### src/rtl/branch_seq.sv
// Branch / reset-vector sequencer: reset, NMI and IRQ vector fetches, absolute and relative branches.
// Optional BRANCH_PAGE_PENALTY_EN inserts a BR_FIX cycle on taken branches that cross a 256-byte page.
module branch_seq #(
  parameter int                ADDR_W   = 16,
  parameter logic [ADDR_W-1:0] VEC_BASE = ADDR_W'(16'hFFFA),
  parameter int                C_BIT    = 7,
  parameter int                Z_BIT    = 6,
  parameter int                I_BIT    = 5,
  parameter int                V_BIT    = 2,
  parameter int                N_BIT    = 0
) (
  input  logic              clk_1,
  input  logic              rst,
  input  logic              sync,
  input  logic              branch_uncon,
  input  logic              branch_con,
  input  logic [2:0]        branch_op,
  input  logic [7:0]        status,
  input  logic [7:0]        data_bus,
  input  logic [ADDR_W-1:0] jmp_addr,
  input  logic [ADDR_W-1:0] pc,
  input  logic              nmi,
  input  logic              irq,
  output logic [ADDR_W-1:0] pc_target,
  output logic              pc_load,
  output logic              pc_inc,
  output logic              vec_fetch,
  output logic [ADDR_W-1:0] vec_addr,
  output logic              normal,
  output logic              taken,
  output logic              page_penalty
);

  typedef enum logic [2:0] {
    S_IDLE, S_RST_LO, S_RST_HI, S_VEC_LO, S_VEC_HI, S_BR_FIX, S_LOAD
  } state_t;

  localparam logic [ADDR_W-1:0] NMI_V = VEC_BASE;
  localparam logic [ADDR_W-1:0] RST_V = VEC_BASE + ADDR_W'(2);
  localparam logic [ADDR_W-1:0] IRQ_V = VEC_BASE + ADDR_W'(4);

  state_t            state_q, state_d;
  logic              boot_q;
  logic              nmi_q, nmi_pend_q, nmi_pend_d;
  logic [7:0]        lo_q;
  logic [ADDR_W-1:0] tgt_q;

  logic [ADDR_W-1:0] pc_target_q, pc_target_d;
  logic [ADDR_W-1:0] vec_addr_q, vec_addr_d;
  logic              pc_load_q, pc_load_d;
  logic              pc_inc_q, pc_inc_d;
  logic              vec_fetch_q, vec_fetch_d;
  logic              normal_q, normal_d;
  logic              taken_q, taken_d;

  logic              nmi_edge, nmi_req, irq_req, cond_ok, br_cross, in_idle;
  logic              take_nmi, take_irq, take_jmp, take_br;
  logic [ADDR_W-1:0] br_tgt;
  logic              unused_status;

  assign unused_status = ^status;

  // A fresh edge counts in the same cycle so NMI beats a coincident IRQ.
  assign nmi_edge = nmi & ~nmi_q;
  assign nmi_req  = nmi_pend_q | nmi_edge;
  assign irq_req  = irq & ~status[I_BIT];

  always_comb begin
    cond_ok = 1'b0;
    case (branch_op)
      3'd0: cond_ok = ~status[C_BIT];
      3'd1: cond_ok =  status[C_BIT];
      3'd2: cond_ok =  status[Z_BIT];
      3'd3: cond_ok =  status[N_BIT];
      3'd4: cond_ok = ~status[Z_BIT];
      3'd5: cond_ok = ~status[N_BIT];
      3'd6: cond_ok = ~status[V_BIT];
      3'd7: cond_ok =  status[V_BIT];
      default: cond_ok = 1'b0;
    endcase
  end

  assign br_tgt   = pc + {{(ADDR_W-8){data_bus[7]}}, data_bus};
  assign br_cross = br_tgt[ADDR_W-1:8] != pc[ADDR_W-1:8];

  assign in_idle  = state_q == S_IDLE;
  assign take_nmi = in_idle & sync & nmi_req;
  assign take_irq = in_idle & sync & ~nmi_req & irq_req;
  assign take_jmp = in_idle & ~take_nmi & ~take_irq & branch_uncon;
  assign take_br  = in_idle & ~take_nmi & ~take_irq & ~branch_uncon & branch_con & cond_ok;

  always_comb begin
    nmi_pend_d = take_nmi ? 1'b0 : (nmi_pend_q | nmi_edge);
  end

  always_ff @(posedge clk_1 or negedge rst) begin
    if (!rst) state_q <= S_RST_LO;
    else      state_q <= state_d;
  end

  // The reset cycle itself sits in RST_LO with outputs forced low; the fetch starts one edge later.
  always_comb begin
    state_d = state_q;
    case (state_q)
      S_RST_LO: state_d = boot_q ? S_RST_LO : S_RST_HI;
      S_RST_HI: state_d = S_LOAD;
      S_VEC_LO: state_d = S_VEC_HI;
      S_VEC_HI: state_d = S_LOAD;
      S_BR_FIX: state_d = S_LOAD;
      S_LOAD:   state_d = S_IDLE;
      S_IDLE: begin
        if (take_nmi || take_irq) state_d = S_VEC_LO;
        else if (take_jmp)        state_d = S_LOAD;
        else if (take_br) begin
`ifdef BRANCH_PAGE_PENALTY_EN
          state_d = br_cross ? S_BR_FIX : S_LOAD;
`else
          state_d = S_LOAD;
`endif
        end
      end
      default: state_d = S_IDLE;
    endcase
  end

  always_comb begin
    pc_target_d = '0;
    vec_addr_d  = '0;
    pc_load_d   = 1'b0;
    pc_inc_d    = 1'b0;
    vec_fetch_d = 1'b0;
    normal_d    = 1'b0;
    taken_d     = take_br;
    case (state_d)
      S_IDLE: begin
        normal_d = 1'b1;
        pc_inc_d = 1'b1;
      end
      S_RST_LO: begin
        vec_fetch_d = 1'b1;
        vec_addr_d  = RST_V;
      end
      S_VEC_LO: begin
        vec_fetch_d = 1'b1;
        vec_addr_d  = take_nmi ? NMI_V : IRQ_V;
      end
      S_RST_HI, S_VEC_HI: begin
        vec_fetch_d = 1'b1;
        vec_addr_d  = vec_addr_q + ADDR_W'(1);
      end
      S_LOAD: begin
        pc_load_d = 1'b1;
        case (state_q)
          S_RST_HI, S_VEC_HI: pc_target_d = ADDR_W'({data_bus, lo_q});
          S_BR_FIX:           pc_target_d = tgt_q;
          default:            pc_target_d = take_jmp ? jmp_addr : br_tgt;
        endcase
      end
      default: ;
    endcase
  end

  always_ff @(posedge clk_1 or negedge rst) begin
    if (!rst) begin
      boot_q      <= 1'b1;
      nmi_q       <= 1'b0;
      nmi_pend_q  <= 1'b0;
      lo_q        <= '0;
      tgt_q       <= '0;
      pc_target_q <= '0;
      vec_addr_q  <= '0;
      pc_load_q   <= 1'b0;
      pc_inc_q    <= 1'b0;
      vec_fetch_q <= 1'b0;
      normal_q    <= 1'b0;
      taken_q     <= 1'b0;
    end else begin
      boot_q      <= 1'b0;
      nmi_q       <= nmi;
      nmi_pend_q  <= nmi_pend_d;
      if ((state_q == S_RST_LO && !boot_q) || state_q == S_VEC_LO) lo_q <= data_bus;
      if (take_br) tgt_q <= br_tgt;
      pc_target_q <= pc_target_d;
      vec_addr_q  <= vec_addr_d;
      pc_load_q   <= pc_load_d;
      pc_inc_q    <= pc_inc_d;
      vec_fetch_q <= vec_fetch_d;
      normal_q    <= normal_d;
      taken_q     <= taken_d;
    end
  end

`ifdef BRANCH_PAGE_PENALTY_EN
  logic page_penalty_q;
  always_ff @(posedge clk_1 or negedge rst) begin
    if (!rst) page_penalty_q <= 1'b0;
    else      page_penalty_q <= (state_d == S_BR_FIX);
  end
  assign page_penalty = page_penalty_q;
`else
  logic unused_cross;
  assign unused_cross = br_cross;
  assign page_penalty = 1'b0;
`endif

  assign pc_target = pc_target_q;
  assign pc_load   = pc_load_q;
  assign pc_inc    = pc_inc_q;
  assign vec_fetch = vec_fetch_q;
  assign vec_addr  = vec_addr_q;
  assign normal    = normal_q;
  assign taken     = taken_q;

endmodule

### config.mk
export PLATFORM = sky130hd
export DESIGN_NAME = branch_seq
export DESIGN_NICKNAME = d
export VERILOG_FILES = /design/src/rtl/branch_seq.sv
export SDC_FILE = /design/constraint.sdc
export NUM_CORES = 1
export LEC_CHECK = 0
export ABC_CLOCK_PERIOD_IN_PS = 3150
export BUFFER_PORTS_ARGS = -buffer_cell sky130_fd_sc_hd__buf_2
export CORE_MARGIN = 10
export CORE_UTILIZATION = 35
export DETAILED_ROUTE_END_ITERATION = 10
export REMOVE_ABC_BUFFERS = 1
export SETUP_SLACK_MARGIN = 0.5
export SLEW_MARGIN = 20
export SYNTH_ARGS = -nofsm -noshare
export SYNTH_HDL_FRONTEND = slang
export SYNTH_SLANG_ARGS = --single-unit
### constraint.sdc
create_clock -name clk_1 -period 3.15 [get_ports clk_1]
set_clock_uncertainty 0.15 [all_clocks]
set_input_delay 0.4725 -clock clk_1 [delete_from_list [all_inputs] [get_ports clk_1]]
set_output_delay 0.4725 -clock clk_1 [all_outputs]
set_load 0.01 [all_outputs]
==> impl_metrics.ini <==
[critical_path]
crit_slowest_cell = or3b_4
crit_chain = nor3_4, and3b_1, o2111ai_2, o2111a_2, or3b_4, nor2_4, mux2_4
cp-end-kind = flop
r2r_slack_ns = 0.55
worst_path_dominant_cell_family = simple AND/OR/NAND/NOR gates
path_class = flop to flop
crit_fanout = 6
worstPathArrival_ns = 2.68
crit_path_start_kind = flop
path_buf_inv = 0
critical-path-max-stage-delay_ns = 0.46
worstPathRequired_ns = 3.23

[yosys]
synth_ff_type = dfrtp_1
ys.warnings.count = 0
syn_area_sq_mm = 0.00384
synth_top_cell_by_area = dfrtp_1
netlist.area_leader.share = 0.417
synthArstFlopShare = 1.00
synth.area.top_cells = dfrtp_1 (42%), ha_1 (5.2%), nand2_1 (5.0%)
synth_cell_types = 56
synthCells = 389
syn_area_per_cell_sq_um = 9.87
yosysSeqAreaShare = 0.431
synth_edf_count = 0
ys_seq_elements = 66

[routing]
ant_nets = 0
dr_total_vias = 3307
drc = 0
firstDrtPassIters = 4
drtIter0Drc = 317
viasPerCell = 5.16
wl_per_cell_microns = 17.5
wl_mm = 11.2

[clock_network]
clkTransAtPathRegs_ns = 0.08
numCtsBuffers = 9
ctsHoldBuffers = 0
root_buffer = clkbuf_8
clock_sinks = 66
tritoncts = done
clk_latency_ns = 0.34
clock_path_buffers = 2
cts_max_level = 3

[grt]
track_usage = 0.142
antenna_found_initial = 0
grt-ovfl-total = 0
grt_pass1_wl_mm = 18.3
grt_max_degree = 33
grt_pass1_vias = 3447

[power]
p_sw_mw = 1.75
sw_frac_of_total = 0.402
clkPwrFrac = 0.181
ir_drop_uv = 428
combinationalPowerShare = 0.479
power.density_mw_per_mm2 = 909
p_total_mw = 4.35
p_seq_frac = 0.340
p_leak_nw = 2.30
internal-power_mw = 2.60

[sta]
rsz0062_at_grt = no
max_freq_ghz = 0.385
setup_viol = 0
finalSetupTns_ns = 0
slew_viol_final = 0
fin_crit_sh = 0.826
relSlewSlack = 0.492
hold_violations = 0
setup_slack_ns = 0.549
min_period_ns = 2.60
tightest_slew_ns = 0.760

[die]
start_util = 0.356
die_area_sq_mm = 0.0156
die_h_microns = 125
core_sq_mm = 0.0108
rows = 38
die_x_microns = 125
io_pins = 96

[finish]
post-route-util = 0.444
num_antenna_cells = 0
stdcell_count = 641
areaGrowthSynthToFinish_pct = 24.7
layout-drive-gt1-share = 0.323
fin_nets = 571

[flow_run]
maxCapViolCount = 0

[placement]
pre_cts_ws_ns = 0.209
place.gp.congestion = 0.891
port_buffers = 91
dp_cells = 618
dp_hpwl_mm = 8.16

[status]
status = completed

[min_path]
hold_path.class = input pin to async pin
-- state kept, by name, summed over array words and instances (netlist names), 3 cells and up --
register and count:
pc_target 16, vec_addr 16, state_q 3, tgt_q 16
lo_q 8
-- cell usage after synthesis (2+ instances only) --
| cell type | n |
|---|---|
| dfrtp_1 | 64 |
| nand2_1 | 51 |
| o21ai_0 | 32 |
| nor2_1 | 28 |
| a21oi_1 | 24 |
| ha_1 | 16 |
| xor2_1 | 16 |
| mux2_2 | 14 |
| xnor2_1 | 11 |
| a211oi_1 | 10 |
| mux2i_1 | 10 |
| mux2_4 | 8 |
| clkbuf_1 | 7 |
| nand3_1 | 7 |
| a221oi_1 | 6 |
| o221ai_1 | 6 |
| and3_1 | 5 |
| inv_1 | 5 |
| nand4_1 | 5 |
| nor3_1 | 5 |
| buf_4 | 4 |
| a21o_1 | 3 |
| and2_1 | 3 |
| buf_1 | 3 |
| buf_2 | 3 |
| nor2b_1 | 3 |
| a222oi_1 | 2 |
| and3b_1 | 2 |
| and4_1 | 2 |
| dfstp_2 | 2 |
| nand2b_1 | 2 |
| nand3b_1 | 2 |
| o211ai_1 | 2 |
| o21a_1 | 2 |
| o22ai_1 | 2 |
| o31ai_1 | 2 |
-- layout make-up --
class / instances / area, sq um
sequential: 66 / 1660
multi-input combinational: 301 / 2110
timing repair buffer: 111 / 609
clock buffer: 11 / 131
inverter: 7 / 26.3
tap: 140 / 175
clock inverter: 5 / 78.8
fill: 1049 / 6000
-- layout by cell type (no fill, tap or decap), drive strengths merged, types with 7 or more instances in the layout --
cell and n:
nand3 7, mux2i 10, clkbuf 11, nand2 51, dfrtp 64, buf 111, ha 16, a21oi 24
xor2 16, nor2 30, xnor2 11, o21ai 32, mux2 22, a211oi 10
-- per-layer routing --
layer  routed length, microns  up-vias  track usage
met2                     5090       99        0.224
met4                      129        0       0.0356
met5                        0        -            0
met3                      710       11       0.0468
met1                     5290     1576        0.184
li1                         -     1621            -
-- logic make-up after synthesis --
family,synth area share
AO/OA/AOI/OAI,0.170
other,0.000977
adder cells (fa/ha/maj),0.0573
AND/OR/NAND/NOR,0.152
flip-flops,0.431
XOR/XNOR,0.0616
buffers and inverters,0.0283
multiplexers,0.0984
-- repair_timing --
action                                 in CTS  in global routing
gates resized for setup                     1                  7
gates cloned                                1                  0
setup endpoints to repair                   8                 14
buffers inserted                            2                  4
pin swaps                                   3                  6
endpoints found under the hold margin       0                  0
-- path summary, 6_finish.rpt --
kind,from,end,depth (start not counted)
setup / recovery,state_q[1],lo_q[7],7
hold / removal,rst,vec_addr[4],1
setup reg to reg,state_q[1],lo_q[7],7
hold reg to reg,tgt_q[0],tgt_q[0],2
max in group asynchronous,rst,lo_q[2],2
min in group clk_1,nmi,nmi_q,1
-- through the flow --
stage / hold slack, ns / area, sq um
floorplan: 0.0269 / 3760
global placement: 0.304 / 4500
detailed placement: 0.307 / 4500
CTS: 0.0586 / 4740
global route: 0.0705 / 4790
finish: 0.0374 / 4790
-- power by group through the flow --
stage	registers (mW)	logic (mW)	clock network, mW
after floorplan	1.55	1.16	0
after CTS	1.48	2.05	0.805
after detailed placement	1.49	1.97	0
final	1.48	2.08	0.789
after global routing	1.53	2.31	0.845
after global placement	1.47	1.95	0
-- worst reg2reg max path: stages, from the launching register on --
cell and delay, ns:
dfrtp_2 0.45, nor3_4 0.27, and3b_1 0.21, o2111ai_2 0.15, o2111a_2 0.23, or3b_4 0.46, nor2_4 0.24, mux2_4 0.32
Note: power is estimated with default switching activity, not from simulation.
